--- config.mk ---
export PLATFORM = sky130hd
export DESIGN_NAME = ir_packet_receiver
export DESIGN_NICKNAME = d
export VERILOG_FILES = /design/src/rtl/ir_protocol_pkg.sv /design/src/rtl/ir_pulse_timer.sv /design/src/rtl/ir_packet_receiver.sv
export SDC_FILE = /design/constraint.sdc
export NUM_CORES = 1
export LEC_CHECK = 0
export BUFFER_PORTS_ARGS = -buffer_cell sky130_fd_sc_hd__buf_2
export CAP_MARGIN = 20
export CORE_MARGIN = 3
export CORE_UTILIZATION = 50
export DETAILED_ROUTE_END_ITERATION = 16
export PLACE_DENSITY = 0.81
export SYNTH_ARGS = -nofsm -noshare
export SYNTH_HDL_FRONTEND = slang
export SYNTH_HIERARCHICAL = 1
export SYNTH_SLANG_ARGS = --single-unit
--- constraint.sdc ---
create_clock -name CLK -period 2.43 [get_ports CLK]
set_clock_uncertainty 0.15 [all_clocks]
set_input_delay 0.6075 -clock CLK [delete_from_list [all_inputs] [get_ports CLK]]
set_output_delay 0.6075 -clock CLK [all_outputs]
set_load 0.02 [all_outputs]
--- src/rtl/ir_protocol_pkg.sv ---
// IR car-control protocol: FSM states, per-colour pulse lengths, colour codes.
// Shared by the IR transmitter and ir_packet_receiver.
package ir_protocol_pkg;

  typedef enum logic [2:0] {
    S_IDLE,
    S_SELECT,
    S_BIT3,
    S_BIT2,
    S_BIT1,
    S_BIT0
  } rx_state_e;

  // Nominal lengths in carrier-period ticks.
  typedef struct packed {
    logic [8:0] start;
    logic [8:0] sel;
    logic [8:0] asrt;
    logic [8:0] deas;
    logic [8:0] gap;
  } colour_len_t;

  localparam logic [3:0] COL_BLUE     = 4'b1000;
  localparam logic [3:0] COL_YELLOW   = 4'b1001;
  localparam logic [3:0] COL_GREEN    = 4'b1010;
  localparam logic [3:0] COL_RED      = 4'b1011;
  localparam logic [3:0] COL_NOCOLOUR = 4'b1100;

  localparam colour_len_t BLUE_LEN =
    '{9'd191, 9'd47, 9'd47, 9'd22, 9'd50};
  localparam colour_len_t YELLOW_LEN =
    '{9'd191, 9'd71, 9'd47, 9'd22, 9'd50};
  localparam colour_len_t GREEN_LEN =
    '{9'd191, 9'd95, 9'd47, 9'd22, 9'd50};
  localparam colour_len_t RED_LEN =
    '{9'd191, 9'd119, 9'd47, 9'd22, 9'd50};

  function automatic colour_len_t colour_len(
    input logic [3:0] code
  );
    colour_len_t r;
    r = BLUE_LEN;
    unique case (code)
      COL_YELLOW: r = YELLOW_LEN;
      COL_GREEN:  r = GREEN_LEN;
      COL_RED:    r = RED_LEN;
      default:    r = BLUE_LEN;
    endcase
    return r;
  endfunction

endpackage

--- src/rtl/ir_pulse_timer.sv ---
// Synchronizes IR_IN and measures each level in prescaled ticks.
// Ports: CLK, RESET, ir_i -> rise_o, fall_o, tick_o, len_o.
module ir_pulse_timer
  import ir_protocol_pkg::*;
#(
  parameter int TICK_DIV = 2778,
  parameter int LEN_W    = 9
) (
  input  logic             CLK,
  input  logic             RESET,
  input  logic             ir_i,
  output logic             rise_o,
  output logic             fall_o,
  output logic             tick_o,
  output logic [LEN_W-1:0] len_o
);

  localparam int PW = (TICK_DIV > 1) ? $clog2(TICK_DIV) : 1;
  localparam logic [PW-1:0] TERM = PW'(TICK_DIV - 1);

  logic             sync1_q;
  logic             sync2_q;
  logic             prev_q;
  logic [PW-1:0]    presc_q;
  logic [PW-1:0]    presc_d;
  logic [PW-1:0]    cnt;
  logic [LEN_W-1:0] len_q;
  logic [LEN_W-1:0] len_d;
  logic             edge_s;
  logic             tick;

  // The edge cycle counts as prescaler count 0, so a level stable
  // for C cycles reads back as floor(C / TICK_DIV) at its end.
  always_comb begin
    edge_s  = sync2_q ^ prev_q;
    cnt     = edge_s ? '0 : presc_q;
    tick    = (cnt == TERM);
    presc_d = tick ? '0 : cnt + 1'b1;
    len_d   = len_q;
    if (edge_s)
      len_d = '0;
    else if (tick && !(&len_q))
      len_d = len_q + 1'b1;
  end

  always_ff @(posedge CLK) begin
    if (RESET) begin
      sync1_q <= 1'b0;
      sync2_q <= 1'b0;
      prev_q  <= 1'b0;
      presc_q <= '0;
      len_q   <= '0;
    end else begin
      sync1_q <= ir_i;
      sync2_q <= sync1_q;
      prev_q  <= sync2_q;
      presc_q <= presc_d;
      len_q   <= len_d;
    end
  end

  assign rise_o = sync2_q & ~prev_q;
  assign fall_o = ~sync2_q & prev_q;
  assign tick_o = tick;
  assign len_o  = len_q;

endmodule

--- src/rtl/ir_packet_receiver.sv ---
// Decodes Start/Select/4-bit IR packets into a validated drive command.
// Ports: CLK, RESET, IR_IN -> COMMAND, CMD_VALID, ERROR, BUSY.
module ir_packet_receiver
  import ir_protocol_pkg::*;
#(
  parameter int TICK_DIV     = 2778,
  parameter int LEN_W        = 9,
  parameter int START_LEN    = 191,
  parameter int SEL_LEN      = 47,
  parameter int ASSERT_LEN   = 47,
  parameter int DEASSERT_LEN = 22,
  parameter int TOL          = 3,
  parameter int GAP_MAX      = 50
) (
  input  logic       CLK,
  input  logic       RESET,
  input  logic       IR_IN,
  output logic [3:0] COMMAND,
  output logic       CMD_VALID,
  output logic       ERROR,
  output logic       BUSY
);

  logic             rise;
  logic             fall;
  logic             tick;
  logic [LEN_W-1:0] len;

  ir_pulse_timer #(
    .TICK_DIV (TICK_DIV),
    .LEN_W    (LEN_W)
  ) u_timer (
    .CLK    (CLK),
    .RESET  (RESET),
    .ir_i   (IR_IN),
    .rise_o (rise),
    .fall_o (fall),
    .tick_o (tick),
    .len_o  (len)
  );

  function automatic logic in_win(
    input logic [LEN_W-1:0] l,
    input int               n
  );
    int li;
    li = int'(l);
    return (&l) ? 1'b0 : (li >= n - TOL) && (li <= n + TOL);
  endfunction

  logic is_start;
  logic is_sel;
  logic is_one;
  logic is_zero;
  logic is_bit;
  logic timeout;

  rx_state_e  state_q;
  logic [3:0] shadow_q;
  logic [3:0] cmd_q;
  logic       vld_q;
  logic       err_q;
  logic       gap_q;

  always_comb begin
    is_start = in_win(len, START_LEN);
    is_sel   = in_win(len, SEL_LEN);
    is_one   = in_win(len, ASSERT_LEN);
    is_zero  = in_win(len, DEASSERT_LEN);
    is_bit   = is_one | is_zero;
    // Fires on the tick taking the gap from GAP_MAX to GAP_MAX+1.
    timeout  = (state_q != S_IDLE) && gap_q && tick
            && (len == LEN_W'(GAP_MAX));
  end

  always_ff @(posedge CLK) begin
    if (RESET) begin
      state_q  <= S_IDLE;
      shadow_q <= '0;
      cmd_q    <= '0;
      vld_q    <= 1'b0;
      err_q    <= 1'b0;
      gap_q    <= 1'b0;
    end else begin
      vld_q <= 1'b0;
      err_q <= 1'b0;
      if (rise)
        gap_q <= 1'b0;
      else if (fall)
        gap_q <= 1'b1;

      if (fall) begin
        if (state_q != S_IDLE && is_start) begin
          state_q <= S_SELECT;
          err_q   <= 1'b1;
        end else begin
          unique case (state_q)
            S_IDLE: begin
              if (is_start)
                state_q <= S_SELECT;
            end
            S_SELECT: begin
              state_q <= is_sel ? S_BIT3 : S_IDLE;
              err_q   <= !is_sel;
            end
            S_BIT3: begin
              shadow_q[3] <= is_one;
              state_q     <= is_bit ? S_BIT2 : S_IDLE;
              err_q       <= !is_bit;
            end
            S_BIT2: begin
              shadow_q[2] <= is_one;
              state_q     <= is_bit ? S_BIT1 : S_IDLE;
              err_q       <= !is_bit;
            end
            S_BIT1: begin
              shadow_q[1] <= is_one;
              state_q     <= is_bit ? S_BIT0 : S_IDLE;
              err_q       <= !is_bit;
            end
            S_BIT0: begin
              shadow_q[0] <= is_one;
              state_q     <= S_IDLE;
              if (is_bit) begin
                cmd_q <= {shadow_q[3:1], is_one};
                vld_q <= 1'b1;
              end else begin
                err_q <= 1'b1;
              end
            end
            default: state_q <= S_IDLE;
          endcase
        end
      end else if (timeout) begin
        state_q <= S_IDLE;
        err_q   <= 1'b1;
      end
    end
  end

  assign COMMAND   = cmd_q;
  assign CMD_VALID = vld_q;
  assign ERROR     = err_q;
  assign BUSY      = (state_q != S_IDLE);

endmodule

==> results of run 1 <==
-- critical path, cell delays in order (launching register included) --
cell and delay, ns:
sky130_fd_sc_hd__dfxtp_2 0.34, sky130_fd_sc_hd__inv_2 0.05, sky130_fd_sc_hd__ha_4 0.29, sky130_fd_sc_hd__and2_4 0.15, sky130_fd_sc_hd__inv_2 0.04, sky130_fd_sc_hd__ha_4 0.13, sky130_fd_sc_hd__and4b_2 0.20, sky130_fd_sc_hd__and4b_2 0.23
sky130_fd_sc_hd__nand3_2 0.07, sky130_fd_sc_hd__o31a_1 0.23, sky130_fd_sc_hd__nor2_1 0.07, sky130_fd_sc_hd__a2111o_1 0.40, sky130_fd_sc_hd__o41ai_2 0.05
-- Yosys cell counts, types with 2 or more instances --
cell and count:
sky130_fd_sc_hd__and4b_2 2, sky130_fd_sc_hd__a21oi_1 11, sky130_fd_sc_hd__xnor2_1 7, sky130_fd_sc_hd__nand3_1 6
sky130_fd_sc_hd__clkbuf_1 5, sky130_fd_sc_hd__or3_2 2, sky130_fd_sc_hd__nand4_1 4, sky130_fd_sc_hd__o21ai_0 9
sky130_fd_sc_hd__and2_1 4, sky130_fd_sc_hd__dfxtp_1 37, sky130_fd_sc_hd__inv_1 11, sky130_fd_sc_hd__nand2b_1 4
sky130_fd_sc_hd__nor4_1 2, sky130_fd_sc_hd__or4_1 2, sky130_fd_sc_hd__or3_1 3, sky130_fd_sc_hd__nand2_1 20
sky130_fd_sc_hd__mux2_2 2, sky130_fd_sc_hd__nor2_1 28, sky130_fd_sc_hd__o31ai_1 2, sky130_fd_sc_hd__or2_1 2
sky130_fd_sc_hd__nor3_1 6, sky130_fd_sc_hd__nor2b_1 9, sky130_fd_sc_hd__a22oi_1 2, sky130_fd_sc_hd__mux2_1 2
sky130_fd_sc_hd__ha_1 6, sky130_fd_sc_hd__xor2_1 5
-- final cells by class --
class	count	area (um2)	area share (%)
clock inverter	3	21.3	0.945
timing repair buffer	23	150	6.67
multi-input combinational	168	1170	51.8
sequential	37	744	33.1
tap	46	57.6	2.56
inverter	11	41.3	1.84
clock buffer	5	68.8	3.06
-- how the worst max path moves through the flow --
stage	depth (start not counted)	endpoint
floorplan	12	state_q[1]
global placement	10	state_q[0]
detailed placement	12	state_q[1]
CTS	12	state_q[1]
global route	12	state_q[1]
finish	12	state_q[1]
-- repair_timing --
action,4_1_cts,5_1_grt
setup buffers,0,8
endpoints found under the setup margin,0,9
gates resized for setup,0,12
-- kinds of logic (layout without fill, tap and decap cells) --
logic type / count (synthesis) / after routing / synth area share (%)
simple gates: 109 / 109 / 33.0
buf+inv: 18 / 42 / 3.95
xor+xnor: 12 / 12 / 5.43
fa+ha+maj: 7 / 7 / 4.40
mux: 5 / 5 / 2.85
compound gates: 35 / 35 / 12.1
flops: 37 / 37 / 38.3
-- per-stage QoR --
step	hold WS (ns)	instance area (um2)	cells	util [%]
4_1_cts	0.299	2150	285	61.1
3_5_place_dp	0.281	2060	277	58.5
5_1_grt	0.308	2250	293	63.9
2_1_floorplan	0.264	1950	223	-
6_report	0.294	2250	293	63.9
3_3_place_gp	0.270	2060	277	58.5
-- registers in the layout (all words and copies together), names as in the netlist --
signal,cells
u_timer/sync2_q,1
CMD_VALID,1
shadow_q,3
gap_q,1
u_timer/sync1_q,1
u_timer/len_o,9
u_timer/presc_q,12
ERROR,1
u_timer/prev_q,1
state_q,3
COMMAND,4
-- routing by layer --
layer | up-vias | wire length, um | GRT usage [%]
met2 | 22 | 1790 | 26.8
li1 | 825 | - | -
met4 | 0 | 69 | 8.19
met5 | - | 0 | 0
met3 | 5 | 145 | 6.40
met1 | 772 | 1980 | 25.5
-- power breakdown --
group | internal, mW | switching [mW]
registers | 0.613 | 0.00650
logic | 0.0250 | 0.0312
clock network | 0.203 | 0.237
total | 0.841 | 0.274
==> load_flow_metrics.sql, run 1 <==
INSERT INTO impl_metrics (metric_group, metric, value, unit) VALUES
('timing', 'max_clk_rate', '0.399', 'GHz'),
('timing', 'worst_slack', '-0.0746', 'ns'),
('critical_path', 'timing.rr.end', 'state_q[1]', ''),
('synthesis', 'post-synth-top-area-fraction', '38.3', '%'),
('timing', 'relative_slew_slack', '70.9', '%'),
('worst_hold_path', 'hold_path_startpoint', 'u_timer/sync1_q', ''),
('final_layout', 'antennaDiodeCount', '0', ''),
('synthesis', 'synth-warning-count', '6', ''),
('timing', 'grt_setup_unrepaired', 'yes', ''),
('global_routing', 'grt_use_total', '18.8', '%'),
('global_routing', 'grt_remaining_overflow', '0', ''),
('drt', 'initialDrtViolationCount', '100', ''),
('floorplanning', 'floorplan.initialDensity', '54.9', '%'),
('synthesis', 'netlist-cell-type-count', '56', ''),
('placement', 'placement.setup.worst_slack', '0.0297', 'ns'),
('synthesis', 'synthesis.nets', '232', ''),
('critical_path', 'worst-endpoint-arrival', '2.56', 'ns'),
('clock_network', 'ctsRootBufferMaster', 'sky130_fd_sc_hd__clkbuf_8', ''),
('final_layout', 'final_layout_size_suffix_gt1_share', '25.1', '%'),
('synthesis', 'syn-mean-instance-area', '8.67', 'um2'),
('final_layout', 'fin_nets', '255', ''),
('worst_hold_path', 'holdPathStages', '1', ''),
('synthesis', 'prevailing_post_synth_register_cell', 'sky130_fd_sc_hd__dfxtp_1', ''),
('global_routing', 'grt_first_pass_wirelength', '6380', 'um'),
('power', 'static-leakage-power', '0.824', 'nW'),
('timing', 'hold_violations', '0', ''),
('timing', 'tightestPinTransition', '0.433', 'ns'),
('clock_network', 'clock_tree.htree_level_count', '2', ''),
('drt', 'finalWirelength', '3990', 'um'),
('placement', 'place.gp.congestion', '0.829', ''),
('final_layout', 'layout_common_cells', '34 x sky130_fd_sc_hd__dfxtp_1, 28 x sky130_fd_sc_hd__nor2_1, 20 x sky130_fd_sc_hd__nand2_1', ''),
('synthesis', 'async_reset_ff_share', '0', '%'),
('floorplanning', 'coreArea', '0.00352', 'mm2'),
('synthesis', 'postSynthRegisterBits', '37', ''),
('critical_path', 'critical_path.startpoint', 'u_timer/sync2_q', ''),
('clock_network', 'numCtsBuffers', '5', ''),
('power', 'power_total', '1.12', 'mW'),
('floorplanning', 'placement_rows', '21', ''),
('drt', 'wl_per_cell', '13.6', 'um'),
('critical_path', 'worstPathRequired', '2.49', 'ns'),
('timing', 'min_period', '2.50', 'ns'),
('drt', 'remaining_drc_errors', '0', ''),
('clock_network', 'worst_skew_pair.late_latency', '0.30', 'ns'),
('global_routing', 'maximum_number_of_pins_on_one_net_before_global_route_repair', '22', ''),
('synthesis', 'netlist_area', '0.00193', 'mm2'),
('timing', 'setup_viol_count_final', '2', ''),
('synthesis', 'synth_sequential_area_ratio', '38.3', '%'),
('critical_path', 'worstPathMaxFanout', '7', ''),
('synthesis', 'synth-edff-count', '0', ''),
('critical_path', 'worst-r2r-setup-slack', '-0.07', 'ns'),
('global_routing', 'vias_in_the_first_global_route', '1410', ''),
('drt', 'route.vias.total', '1624', ''),
('status', 'status', 'complete, but fails checks', ''),
('clock_network', 'count_of_hold_buffers_inserted_by_post_cts_repair', '0', ''),
('critical_path', 'r2r_path_start', 'u_timer/sync2_q', ''),
('critical_path', 'cp-end-kind', 'flop', ''),
('synthesis', 'yosysTopAreaCell', 'sky130_fd_sc_hd__dfxtp_1', ''),
('clock_network', 'clkTransAtPathRegs', '0.07', 'ns'),
('timing', 'finalMaxSlewViolations', '0', ''),
('power', 'power_density', '496', 'mW/mm2'),
('status', 'failed_checks', 'negative setup slack', ''),
('worst_hold_path', 'min_path_type', 'reg -> reg', ''),
('clock_network', 'ctsLongestPathBuffers', '2', ''),
('worst_hold_path', 'holdPathEnd', 'u_timer/sync2_q', ''),
('timing', 'finalSetupTns', '-0.0817', 'ns'),
('synthesis', 'ys_top_cells_by_area', 'sky130_fd_sc_hd__dfxtp_1 38%, sky130_fd_sc_hd__nor2_1 5.4%, sky130_fd_sc_hd__ha_1 3.9%', ''),
('power', 'vdd_drop_max', '0.458', 'mV'),
('critical_path', 'setup.worst_path.class', 'reg -> reg', ''),
('clock_network', 'cts.sink_count', '37', ''),
('drt', 'detail_route.first_pass.iterations', '4', ''),
('final_layout', 'nFillCells', '303', '');
(Power assumes the default switching activity.)
==> run 2, diff against run 1 <==
Settings changed: ABC_AREA set to 1, CTS_CLUSTER_DIAMETER set to 60, PLACE_DENSITY 0.81 to 0.8.
==> load_flow_metrics.sql, run 2 <==
INSERT INTO impl_metrics (metric_group, metric, value, unit) VALUES
('drt', 'detail_route.first_pass.iterations', '5', ''),
('drt', 'initialDrtViolationCount', '83', ''),
('global_routing', 'number_of_antenna_violations_at_the_first_check_in_global_routing', '0', ''),
('global_routing', 'grt_first_pass_wirelength', '8010', 'um'),
('clock_network', 'clkTransAtPathRegs', '0.08', 'ns'),
('final_layout', 'seq_area', '742', 'um2'),
('floorplanning', 'placement_rows', '23', ''),
('drt', 'met2WireLength', '2070', 'um'),
('synthesis', 'yosysTopAreaCell', 'sky130_fd_sc_hd__dfxtp_1', ''),
('timing', 'grt_setup_unrepaired', 'no', ''),
('synthesis', 'synthesis.nets', '357', ''),
('final_layout', 'antennaDiodeCount', '0', ''),
('drt', 'viasPerCell', '5.01', ''),
('final_layout', 'fin_util', '58.6', '%'),
('final_layout', 'synthToLayoutAreaGrowth', '8.62', '%'),
('drt', 'route.vias.total', '2065', ''),
('critical_path', 'worst_r2r_path_depth', '16', ''),
('clock_network', 'worst_skew_pair.late_latency', '0.29', 'ns'),
('final_layout', 'nFillCells', '401', ''),
('clock_network', 'count_of_hold_buffers_inserted_by_post_cts_repair', '0', ''),
('clock_network', 'cts.sink_count', '37', ''),
('floorplanning', 'coreArea', '0.00417', 'mm2'),
('synthesis', 'netlist_area', '0.00225', 'mm2'),
('final_layout', 'multi_input_area', '0.00126', 'mm2'),
('clock_network', 'numCtsBuffers', '5', ''),
('synthesis', 'post_synth_most_frequent_cells', '95 x sky130_fd_sc_hd__nand2_1, 61 x sky130_fd_sc_hd__nor2_1, 51 x sky130_fd_sc_hd__inv_1', ''),
('final_layout', 'most_common_library_cell_in_the_layout_ignoring_fill_and_taps', 'sky130_fd_sc_hd__nand2_1', ''),
('placement', 'placement.setup.worst_slack', '0.180', 'ns'),
('floorplanning', 'fp.dieW', '73.1', 'um'),
('placement', 'hpwl', '3250', 'um'),
('final_layout', 'layout_common_cells', '95 x sky130_fd_sc_hd__nand2_1, 60 x sky130_fd_sc_hd__nor2_1, 49 x sky130_fd_sc_hd__inv_1', ''),
('synthesis', 'synth_sequential_area_ratio', '32.9', '%'),
('power', 'vdd_drop_max', '0.276', 'mV'),
('timing', 'finalCritPeriodShare', '90.9', '%'),
('timing', 'hold_violations', '0', ''),
('synthesis', 'synth-edff-count', '0', ''),
('final_layout', 'largest_register', 'u_timer/presc_q', ''),
('critical_path', 'r2r_path_start', 'u_timer/sync2_q', ''),
('final_layout', 'largest_reg_flops', '12', ''),
('synthesis', 'prevailing_post_synth_register_cell', 'sky130_fd_sc_hd__dfxtp_1', ''),
('critical_path', 'critPathTopFamily', 'simple AND/OR/NAND/NOR gates', ''),
('synthesis', 'ys_top_cells_by_area', 'sky130_fd_sc_hd__dfxtp_1 33%, sky130_fd_sc_hd__nand2_1 16%, sky130_fd_sc_hd__nor2_1 10%', ''),
('critical_path', 'cp_num_buf_inv', '4', ''),
('global_routing', 'vias_in_the_first_global_route', '1896', ''),
('critical_path', 'timing.critical_path.from_type', 'flop', ''),
('worst_hold_path', 'holdPathStages', '2', ''),
('worst_hold_path', 'hold_path_startpoint', 'u_timer/sync1_q', ''),
('timing', 'max_clk_rate', '0.453', 'GHz'),
('floorplanning', 'chip_height', '73.1', 'um'),
('drt', 'final_ant_viol_nets', '0', ''),
('power', 'power_density', '457', 'mW/mm2'),
('synthesis', 'postSynthRegisterBits', '37', ''),
('power', 'power_total', '1.12', 'mW'),
('critical_path', 'critPathMostFrequentCell', 'sky130_fd_sc_hd__nand2_1', ''),
('critical_path', 'worstPathRequired', '2.47', 'ns'),
('placement', 'io_buffers', '9', ''),
('critical_path', 'setup.worst_path.class', 'reg -> reg', ''),
('clock_network', 'postCtsResizedCells', '0', ''),
('critical_path', 'worst-r2r-setup-slack', '0.22', 'ns'),
('timing', 'finalMaxSlewViolations', '0', ''),
('worst_hold_path', 'min_path_type', 'reg -> reg', ''),
('clock_network', 'cts_tree', 'yes', ''),
('synthesis', 'syn-mean-instance-area', '6.47', 'um2'),
('timing', 'tightestPinTransition', '0.510', 'ns'),
('timing', 'finalSetupTns', '0', 'ns'),
('critical_path', 'worst-endpoint-arrival', '2.25', 'ns'),
('drt', 'highest_metal_layer_with_signal_wires', 'met4', ''),
('critical_path', 'timing.rr.end', 'state_q[0]', ''),
('drt', 'wl_per_cell', '10.6', 'um'),
('timing', 'worst_slack', '0.220', 'ns'),
('clock_network', 'clock_tree.htree_level_count', '2', ''),
('global_routing', 'maximum_number_of_pins_on_one_net_before_global_route_repair', '21', ''),
('placement', 'place.gp.congestion', '0.916', ''),
('final_layout', 'fin_nets', '370', ''),
('final_layout', 'final_layout_size_suffix_gt1_share', '15.2', '%'),
('floorplanning', 'floorplan.initialDensity', '53.9', '%'),
('drt', 'routed-wl-met3', '181', 'um'),
('timing', 'min_period', '2.21', 'ns'),
('drt', 'routedLengthMet1', '2090', 'um'),
('worst_hold_path', 'holdPathEnd', 'u_timer/sync2_q', ''),
('synthesis', 'async_reset_ff_share', '0', '%'),
('clock_network', 'ctsLongestPathBuffers', '2', ''),
('status', 'status', 'finished clean', ''),
('placement', 'dp.cells', '404', ''),
('synthesis', 'yosys.cell_count.top_type', 'sky130_fd_sc_hd__nand2_1', ''),
('critical_path', 'worstPathCellList', 'inv_2 -> ha_4 -> nand2_1 -> inv_2 -> ha_1 -> inv_1 -> nor2_2 -> nand3_2 -> nor2_4 -> inv_1 -> nor3_2 -> nand2_1 -> nand2_1 -> nand2_2 -> a21oi_1 -> nor2_1', ''),
('floorplanning', 'io_pins', '10', ''),
('critical_path', 'worst_path_largest_cell_delay', '0.34', 'ns'),
('power', 'static-leakage-power', '1.12', 'nW'),
('global_routing', 'grt_use_total', '18.8', '%'),
('timing', 'setup_viol_count_final', '0', ''),
('final_layout', 'layout.cells.non_filler', '412', ''),
('floorplanning', 'die-area', '0.00534', 'mm2'),
('critical_path', 'cp-end-kind', 'flop', ''),
('timing', 'relative_slew_slack', '65.9', '%'),
('synthesis', 'synth-warning-count', '6', ''),
('synthesis', 'post-synth-top-area-fraction', '32.9', '%'),
('clock_network', 'cts_setup_buffers', '0', ''),
('drt', 'remaining_drc_errors', '0', ''),
('synthesis', 'synthesis.instances', '348', ''),
('critical_path', 'crit_path_top_delay_cell', 'sky130_fd_sc_hd__dfxtp_2', ''),
('synthesis', 'netlist-cell-type-count', '32', ''),
('clock_network', 'ctsRootBufferMaster', 'sky130_fd_sc_hd__clkbuf_8', ''),
('drt', 'finalWirelength', '4380', 'um'),
('run', 'maximum_capacitance_violations', '0', ''),
('global_routing', 'grt_remaining_overflow', '0', ''),
('critical_path', 'worstPathMaxFanout', '5', '');
==> run 2: metrics by stage <==
step / cell area, um2 / hold slack, ns
after floorplan: 2270 / 0.238
after global placement: 2350 / 0.258
after detailed placement: 2350 / 0.253
after CTS: 2430 / 0.268
after global routing: 2440 / 0.299
final: 2440 / 0.260
==> run 2: worst max path at each step <==
stage,start,endpoint,slack [ns],cells after the start
3_5_place_dp,u_timer/sync2_q,state_q[0],0.18,16
5_1_grt,u_timer/sync2_q,state_q[2],0.01,17
3_3_place_gp,u_timer/sync2_q,state_q[0],0.30,16
6_report,u_timer/sync2_q,state_q[0],0.22,16
4_1_cts,u_timer/sync2_q,state_q[0],0.16,17
2_1_floorplan,u_timer/sync2_q,state_q[0],0.00007,18
==> run 2: layout make-up <==
type | count | area share, %
clock inverter | 3 | 0.716
multi-input combinational | 246 | 51.5
tap | 50 | 2.56
sequential | 37 | 30.3
inverter | 60 | 9.42
clock buffer | 5 | 2.81
timing repair buffer | 11 | 2.61
==> run 2: per-layer routing <==
metal  vias to the layer above  GRT usage [%]
li1                       1092              -
met1                       921           23.4
met5                         -              0
met3                         6           5.65
met4                         0           6.15
met2                        46           30.9
==> run 2: kinds of logic after synthesis <==
family / after synthesis / share of synthesized area [%]
xor gates and xnor gates: 3 / 1.17
AOI/OAI and AO/OA: 20 / 4.84
adders and majority gates: 6 / 3.34
and+or+nand+nor: 217 / 45.7
DFF: 37 / 32.9
buffers and inverters: 65 / 12.0
==> run 2: worst reg2reg max path, cell delays in order (launching register included) <==
cell	delay, ns
sky130_fd_sc_hd__dfxtp_2	0.34
sky130_fd_sc_hd__inv_2	0.05
sky130_fd_sc_hd__ha_4	0.26
sky130_fd_sc_hd__nand2_1	0.08
sky130_fd_sc_hd__inv_2	0.08
sky130_fd_sc_hd__ha_1	0.14
sky130_fd_sc_hd__inv_1	0.04
sky130_fd_sc_hd__nor2_2	0.12
sky130_fd_sc_hd__nand3_2	0.10
sky130_fd_sc_hd__nor2_4	0.11
sky130_fd_sc_hd__inv_1	0.06
sky130_fd_sc_hd__nor3_2	0.20
sky130_fd_sc_hd__nand2_1	0.07
sky130_fd_sc_hd__nand2_1	0.07
sky130_fd_sc_hd__nand2_2	0.08
sky130_fd_sc_hd__a21oi_1	0.11
sky130_fd_sc_hd__nor2_1	0.06
==> run 2: report_power, final <==
part / leakage (nW) / internal (mW) / switching (mW)
registers: 0.300 / 0.614 / 0.00631
clock network: 0.0439 / 0.198 / 0.228
logic: 0.780 / 0.0230 / 0.0487
